==> config.mk <==
export PLATFORM = sky130hd
export DESIGN_NAME = branch_compare_stage
export DESIGN_NICKNAME = d
export VERILOG_FILES = /design/src/rtl/brcmp_pkg.sv /design/src/rtl/compare_core.sv /design/src/rtl/branch_compare_stage.sv
export SDC_FILE = /design/constraint.sdc
export NUM_CORES = 1
export LEC_CHECK = 0
export CELL_PAD_IN_SITES_DETAIL_PLACEMENT = 1
export CELL_PAD_IN_SITES_GLOBAL_PLACEMENT = 1
export CORE_UTILIZATION = 20
export CTS_CLUSTER_DIAMETER = 100
export CTS_CLUSTER_SIZE = 16
export DETAILED_ROUTE_END_ITERATION = 8
export GPL_ROUTABILITY_DRIVEN = 0
export GPL_TIMING_DRIVEN = 0
export PLACE_DENSITY_LB_ADDON = 0.1
export SYNTH_ARGS = -nofsm -noshare
export SYNTH_HDL_FRONTEND = slang
export SYNTH_SLANG_ARGS = --single-unit
export TNS_END_PERCENT = 30
==> constraint.sdc <==
create_clock -name clk -period 6.12 [get_ports clk]
set_input_delay 1.53 -clock clk [delete_from_list [all_inputs] [get_ports clk]]
set_output_delay 1.53 -clock clk [all_outputs]
set_load 0.02 [all_outputs]
==> src/rtl/brcmp_pkg.sv <==
// ============================================================================
// brcmp_pkg : funct3 condition codes and skid-buffer state encoding
// Revision  : 1.0
// ============================================================================
`default_nettype none

package brcmp_pkg;

    localparam logic [2:0] F3_BEQ  = 3'b000;
    localparam logic [2:0] F3_BNE  = 3'b001;
    localparam logic [2:0] F3_SLT  = 3'b010;
    localparam logic [2:0] F3_SLTU = 3'b011;
    localparam logic [2:0] F3_BLT  = 3'b100;
    localparam logic [2:0] F3_BGE  = 3'b101;
    localparam logic [2:0] F3_BLTU = 3'b110;
    localparam logic [2:0] F3_BGEU = 3'b111;

    typedef enum logic [1:0] {
        SKID_EMPTY = 2'd0,
        SKID_ONE   = 2'd1,
        SKID_TWO   = 2'd2
    } skid_state_t;

endpackage

`default_nettype wire

==> src/rtl/compare_core.sv <==
// ============================================================================
// compare_core : combinational RV32I branch / set-less-than condition evaluator
// Revision     : 1.0
// ============================================================================
`default_nettype none

module compare_core
    import brcmp_pkg::*;
#(
    parameter int NUM_SIZE = 32
) (
    input  logic [NUM_SIZE-1:0] dIn0,
    input  logic [NUM_SIZE-1:0] dIn1,
    input  logic [NUM_SIZE-1:0] diff,
    input  logic                overflow,
    input  logic [2:0]          funct3,
    output logic                cond
);

    logic eq;
    logic lt;
    logic ltu;

    // Signed less-than reuses the subtractor: sign of the difference, corrected by overflow.
    assign eq  = (diff == '0);
    assign lt  = diff[NUM_SIZE-1] ^ overflow;
    assign ltu = (dIn0 < dIn1);

    always_comb begin
        cond = 1'b0;
        case (funct3)
            F3_BEQ:  cond = eq;
            F3_BNE:  cond = !eq;
            F3_SLT:  cond = lt;
            F3_SLTU: cond = ltu;
            F3_BLT:  cond = lt;
            F3_BGE:  cond = !lt;
            F3_BLTU: cond = ltu;
            F3_BGEU: cond = !ltu;
            default: cond = 1'b0;
        endcase
    end

endmodule

`default_nettype wire

==> src/rtl/branch_compare_stage.sv <==
// ============================================================================
// branch_compare_stage : registered branch/SLT condition with valid/ready;
//                        BRCMP_SKID_EN selects a two-entry skid buffer.
// Revision             : 1.0
// ============================================================================
`default_nettype none

module branch_compare_stage
    import brcmp_pkg::*;
#(
    parameter int NUM_SIZE = 32,
    parameter int TAG_SIZE = 5
) (
    input  logic                clk,
    input  logic                rstN,
    input  logic                inValid,
    output logic                inReady,
    input  logic [NUM_SIZE-1:0] dIn0,
    input  logic [NUM_SIZE-1:0] dIn1,
    input  logic [NUM_SIZE-1:0] diff,
    input  logic                overflow,
    input  logic [2:0]          funct3,
    input  logic [TAG_SIZE-1:0] tagIn,
    output logic                outValid,
    input  logic                outReady,
    output logic                cond,
    output logic [NUM_SIZE-1:0] result,
    output logic [TAG_SIZE-1:0] tagOut
);

    logic cond_next;
    logic accept;
    logic xfer;

    compare_core #(
        .NUM_SIZE (NUM_SIZE)
    ) u_compare_core (
        .dIn0     (dIn0),
        .dIn1     (dIn1),
        .diff     (diff),
        .overflow (overflow),
        .funct3   (funct3),
        .cond     (cond_next)
    );

    assign accept = inValid && inReady;
    assign xfer   = outValid && outReady;
    assign result = {{(NUM_SIZE-1){1'b0}}, cond};

`ifdef BRCMP_SKID_EN
    skid_state_t         state;
    logic                full;
    logic                skid_cond;
    logic [TAG_SIZE-1:0] skid_tag;

    // full is a register, so inReady never depends on outReady.
    assign inReady = rstN && !full;

    always_ff @(posedge clk) begin
        if (!rstN) begin
            state     <= SKID_EMPTY;
            full      <= 1'b0;
            outValid  <= 1'b0;
            cond      <= 1'b0;
            tagOut    <= '0;
            skid_cond <= 1'b0;
            skid_tag  <= '0;
        end else begin
            case (state)
                SKID_EMPTY: begin
                    if (accept) begin
                        outValid <= 1'b1;
                        cond     <= cond_next;
                        tagOut   <= tagIn;
                        state    <= SKID_ONE;
                    end
                end
                SKID_ONE: begin
                    if (accept && xfer) begin
                        cond   <= cond_next;
                        tagOut <= tagIn;
                    end else if (accept) begin
                        skid_cond <= cond_next;
                        skid_tag  <= tagIn;
                        full      <= 1'b1;
                        state     <= SKID_TWO;
                    end else if (xfer) begin
                        outValid <= 1'b0;
                        state    <= SKID_EMPTY;
                    end
                end
                SKID_TWO: begin
                    if (xfer) begin
                        cond   <= skid_cond;
                        tagOut <= skid_tag;
                        full   <= 1'b0;
                        state  <= SKID_ONE;
                    end
                end
                default: begin
                    state    <= SKID_EMPTY;
                    full     <= 1'b0;
                    outValid <= 1'b0;
                end
            endcase
        end
    end
`else
    assign inReady = rstN && (!outValid || outReady);

    always_ff @(posedge clk) begin
        if (!rstN) begin
            outValid <= 1'b0;
            cond     <= 1'b0;
            tagOut   <= '0;
        end else if (accept) begin
            outValid <= 1'b1;
            cond     <= cond_next;
            tagOut   <= tagIn;
        end else if (xfer) begin
            outValid <= 1'b0;
        end
    end
`endif

endmodule

`default_nettype wire

---- Word-level counts from Yosys, hierarchy flattened ----
Cells that the tools add are included.
W data, S select, Z words.
cells by class
  equal/unequal tests ..................... 7
  bitwise operators ....................... 1
  multiplexer cells ....................... 3
  div/mod/pow operators ................... 0
  multipliers ............................. 0
  reductions and logical operators ........ 13
  $add $sub $neg .......................... 0
  magnitude comparators ................... 1
  shift operators ......................... 0
operators by type and width
  cell                  number
  $logic_not A32 Y1     1
  $lt A32 B32 Y1        1
  $eq A3 B3 Y1 const B  4
  $eq A3 B2 Y1 const B  2
  $pmux W1 S6           1
  $logic_not A1 Y1      4
  $reduce_or A2 Y1      2
  $eq A3 B1 Y1 const B  1
  $logic_and A1 B1 Y1   3
  $logic_not A3 Y1      1
  $mux W1               2
  $reduce_bool A2 Y1    1
  $logic_or A1 B1 Y1    1
  $xor A1 B1 Y1         1
storage, ports and cells
  ROM bits ................................ 0
  bits of input ports ..................... 109
  word-level logic and storage cells ...... 28
  memories kept ........................... 0
  memory bits (writable) .................. 0
  latch bits .............................. 0
  register bits ........................... 7

---- Longest topological paths before layout ----
  word-level depth ........................ 5
  mapped depth ............................ 9

---- Hierarchy ----
From an unflattened synthesis, not the netlist that was laid out.
second synthesis, totals
  cells, all modules ...................... 202
  area total of the unflattened synthesis .. 1496.4 um2
modules (own cells, without submodules)
  module                times used  area an instance (um2)  cells each
  compare_core          1           937.1                   136
  branch_compare_stage  1           559.3                   66

---- Worst setup path after synthesis ----
Ideal clock, no wire load.
  path kind ............................... in2out
  start point ............................. input port rstN
  end point ............................... output port inReady
  data arrival time ....................... 2004 ps
  data required time ...................... 4590 ps
  stages .................................. 2
  buffers on the path ..................... 1
  setup slack ............................. 2586 ps
  cell sequence ........................... clkbuf_1 > and2_1
between the ends
  longest elaborated chain between the ends .. 1
ends and longest elaborated chain
  what                 RTL line                     text
  from (decl)          branch_compare_stage.sv:15   input logic rstN,
  $logic_and A1 B1 Y1  branch_compare_stage.sv:109  assign inReady = rstN && (!outValid || outReady);
  to (decl)            branch_compare_stage.sv:17   output logic inReady,
No other way between the ends.

---- Final worst setup path ----
  start point ............................. input port outReady
  end point ............................... output port inReady
between the ends
  longest elaborated chain between the ends .. 2
ends and longest elaborated chain
  what                 RTL line                     text
  from (decl)          branch_compare_stage.sv:25   input logic outReady,
  $logic_or A1 B1 Y1   branch_compare_stage.sv:109
  $logic_and A1 B1 Y1  branch_compare_stage.sv:109
No other way between the ends.

==> results_dict.tcl <==
set metrics [dict create \
    worstPathArrival_ns 2.84 \
    grt_overflow_total 0 \
    r2r_cells 4 \
    fin_crit_sh_pct 71.3 \
    post-place-cells 448 \
    track_usage_pct 11.2 \
    drt_wl_total_um 4670 \
    max-vdd-ir-drop_uv 46.4 \
    drive_above_1_share_pct 11.3 \
    numCtsBuffers 3 \
    synth_compound_area_share_pct 17.2 \
    drcViolationCount 0 \
    cts_max_level 1 \
    cp.depth 4 \
    p_per_area_mw_per_mm2 102 \
    area_delta_synth_final_pct 97.3 \
    yosys.area_share.adder_pct 26.2 \
    synth-simple-area-share_pct 20.9 \
    cts_setup_buffers 0 \
    crit_type "input pin to output pin" \
    portBuffers 116 \
    final_cells 452 \
    drv_cap 0 \
    worstHoldPathCells 2 \
    finalSetupTns_ns 0 \
    fp.dieH_um 88.1 \
    first_iter_violations 22 \
    crit_chain "clkdlybuf4s50_1 -> nand2b_1 -> and2_1 -> clkdlybuf4s50_1" \
    synth_top_family_by_area "adder cells" \
    synth.area.mux_share_pct 0 \
    cts_buffer_depth 2 \
    status "finished clean" \
    critPathTopFamily "buffers and inverters" \
    antenna_found_initial 0 \
    critPathMaxFanout 3 \
    cts_hold_buf 0 \
    cp-end-kind "output pin" \
    cts_sinks 7 \
    tritoncts "yes" \
    synth_cell_type_count 36 \
    synth.avg_cell_area_sq_um 7.30 \
    wire_per_inst_um 10.3 \
    skew_ns 0.00104 \
    diodes 0 \
    crit_required_ns 4.59 \
    grt_max_degree 11 \
    synth-main-ff-cell "dfxtp_1" \
    critPathMaxStageDelay_ns 0.59 \
    slew_viol_final 0 \
    fin_crit_ns 4.37 \
    via_per_inst 3.98 \
    synthArstFlopShare_pct 0 \
    ys_top_cells_by_area "ha_1 (26%), buf_4 (16%), dfxtp_1 (9.5%), inv_1 (8.1%), nand2_1 (5.6%)" \
    nets 494 \
    max_freq_mhz 229 \
    syn_area_sq_mm 0.00148 \
    path_buf_inv 2 \
    cts_resized 0 \
    hold_viol_final 0 \
    finalSetupViolations 0 \
    synth_edf_count 0 \
    vias 1801 \
    total_leakage_power_uw 0.00140 \
    die-area_sq_mm 0.00776 \
    ioPinCount 149 \
    yosys_warnings 0 \
    core_area_sq_mm 0.00721 \
    synth_top_area_share_pct 26.2 \
    min_path_type "flop to flop" \
    drt_first_pass_iters 4 \
    grt_pass1_wl_um 7000 \
    ant_nets 0 \
    initial_utilization_pct 20.6 \
    clk_pin_slew_ns 0.04 \
    grt_pass1_vias 1717 \
    clk_latency_ns 0.22 \
    synth_xor_area_share_pct 1.18 \
    yosysSeqAreaShare_pct 9.45 \
    rsz0062_at_grt "no" \
    rows 31 \
    postSynthCellCount 203 \
    synth_top_area_cell "ha_1" \
    ys_seq_elements 7 \
    startpoint_type "input pin" \
    critPathMostFrequentCell "clkdlybuf4s50_1" \
    crit_slowest_cell "clkdlybuf4s50_1" \
    place_hpwl_um 4450 \
    die_width_um 88.1 \
    cts_root_buffer "clkbuf_8" \
]
==> cell families after synthesis <==
kind of cell,count (synthesis)
simple gates,60
compound gates,36
xor+xnor,2
buf+inv,66
other cells,1
fa+ha+maj,31
flops,7
==> synthesized netlist by cell type, drive strengths merged, types with 4 or more instances <==
| cell | number |
|---|---|
| a21oi | 11 |
| buf | 32 |
| dfxtp | 7 |
| ha | 31 |
| inv | 32 |
| nand2 | 22 |
| nand2b | 4 |
| nand3 | 6 |
| nand4 | 5 |
| nor2 | 7 |
| nor4 | 9 |
| o21ai | 11 |
==> through the flow <==
step / hold slack [ns] / power, uW / area (sq um) / utilization [%] / setup WS [ns]
5_1_grt: 0.480 / 326 / 2930 / 40.5 / 1.70
2_1_floorplan: 0.527 / 144 / 1600 / - / 2.59
3_5_place_dp: 0.442 / 238 / 2880 / 39.9 / 1.76
4_1_cts: 0.447 / 304 / 2930 / 40.5 / 1.74
3_3_place_gp: 0.435 / 234 / 2880 / 39.9 / 1.77
6_report: 0.444 / 300 / 2930 / 40.5 / 1.75
==> layout make-up <==
type	instances	area, sq um
fillers	915	4290
plain buffers	34	248
multi-input cells	160	1090
clock buffers	4	45.0
inverters	32	120
repair buffers	116	1160
flip-flops and latches	7	140
well taps	99	124
==> layer usage <==
layer,vias up,GRT usage [%],routed length [um]
met5,-,0,0
li1,937,-,-
met1,789,11.2,1710
met2,73,22.7,2490
met3,2,3.49,457
met4,0,1.76,12
==> tightest hold or removal path: cells and delay by family, from the launching register on <==
family / cells / cell delay, ns
simple gates: 1 / 0.05
flops: 1 / 0.30
compound gates: 1 / 0.05
==> where the power goes <==
| group | switching (uW) | internal, uW | leakage (uW) |
|---|---|---|---|
| clock | 18.8 | 45.0 | 0.0000228 |
| sequential | 2.00 | 49.6 | 0.0000579 |
| combinational | 73.3 | 111 | 0.00132 |
==> flip-flops by register name, indices dropped and copies added (netlist names) <==
register / count
tagOut: 5
cond: 1
outValid: 1
==> layout by cell type, fill, tap and decap left out, drive strengths merged <==
master	count
o2111ai	1
xor2	1
a21boi	1
nand2	22
nor4	9
and2	2
a41oi	1
a21o	2
buf	32
nor2	7
a32oi	1
nor2b	2
o31ai	1
ha	31
a2111oi	1
o211ai	1
a211oi	2
a2111o	1
inv	32
nand2b	4
and4	2
nand4	5
clkbuf	6
a22oi	1
conb	31
o21ai	11
nand3	6
clkdlybuf4s50	116
a221oi	1
xnor2	1
a21oi	11
dfxtp	7
and3	1
==> path summary, 6_finish.rpt <==
check / startpoint / to / slack, ns
setup / recovery: outReady / inReady / 1.75
hold reg to reg: tagOut[0]$_SDFFE_PN0P_ / tagOut[0]$_SDFFE_PN0P_ / 0.44
hold / removal: tagOut[0]$_SDFFE_PN0P_ / tagOut[0]$_SDFFE_PN0P_ / 0.44
setup reg to reg: outValid$_SDFFE_PN0P_ / tagOut[1]$_SDFFE_PN0P_ / 4.88
No activity file was read; power rests on OpenSTA's default activity.
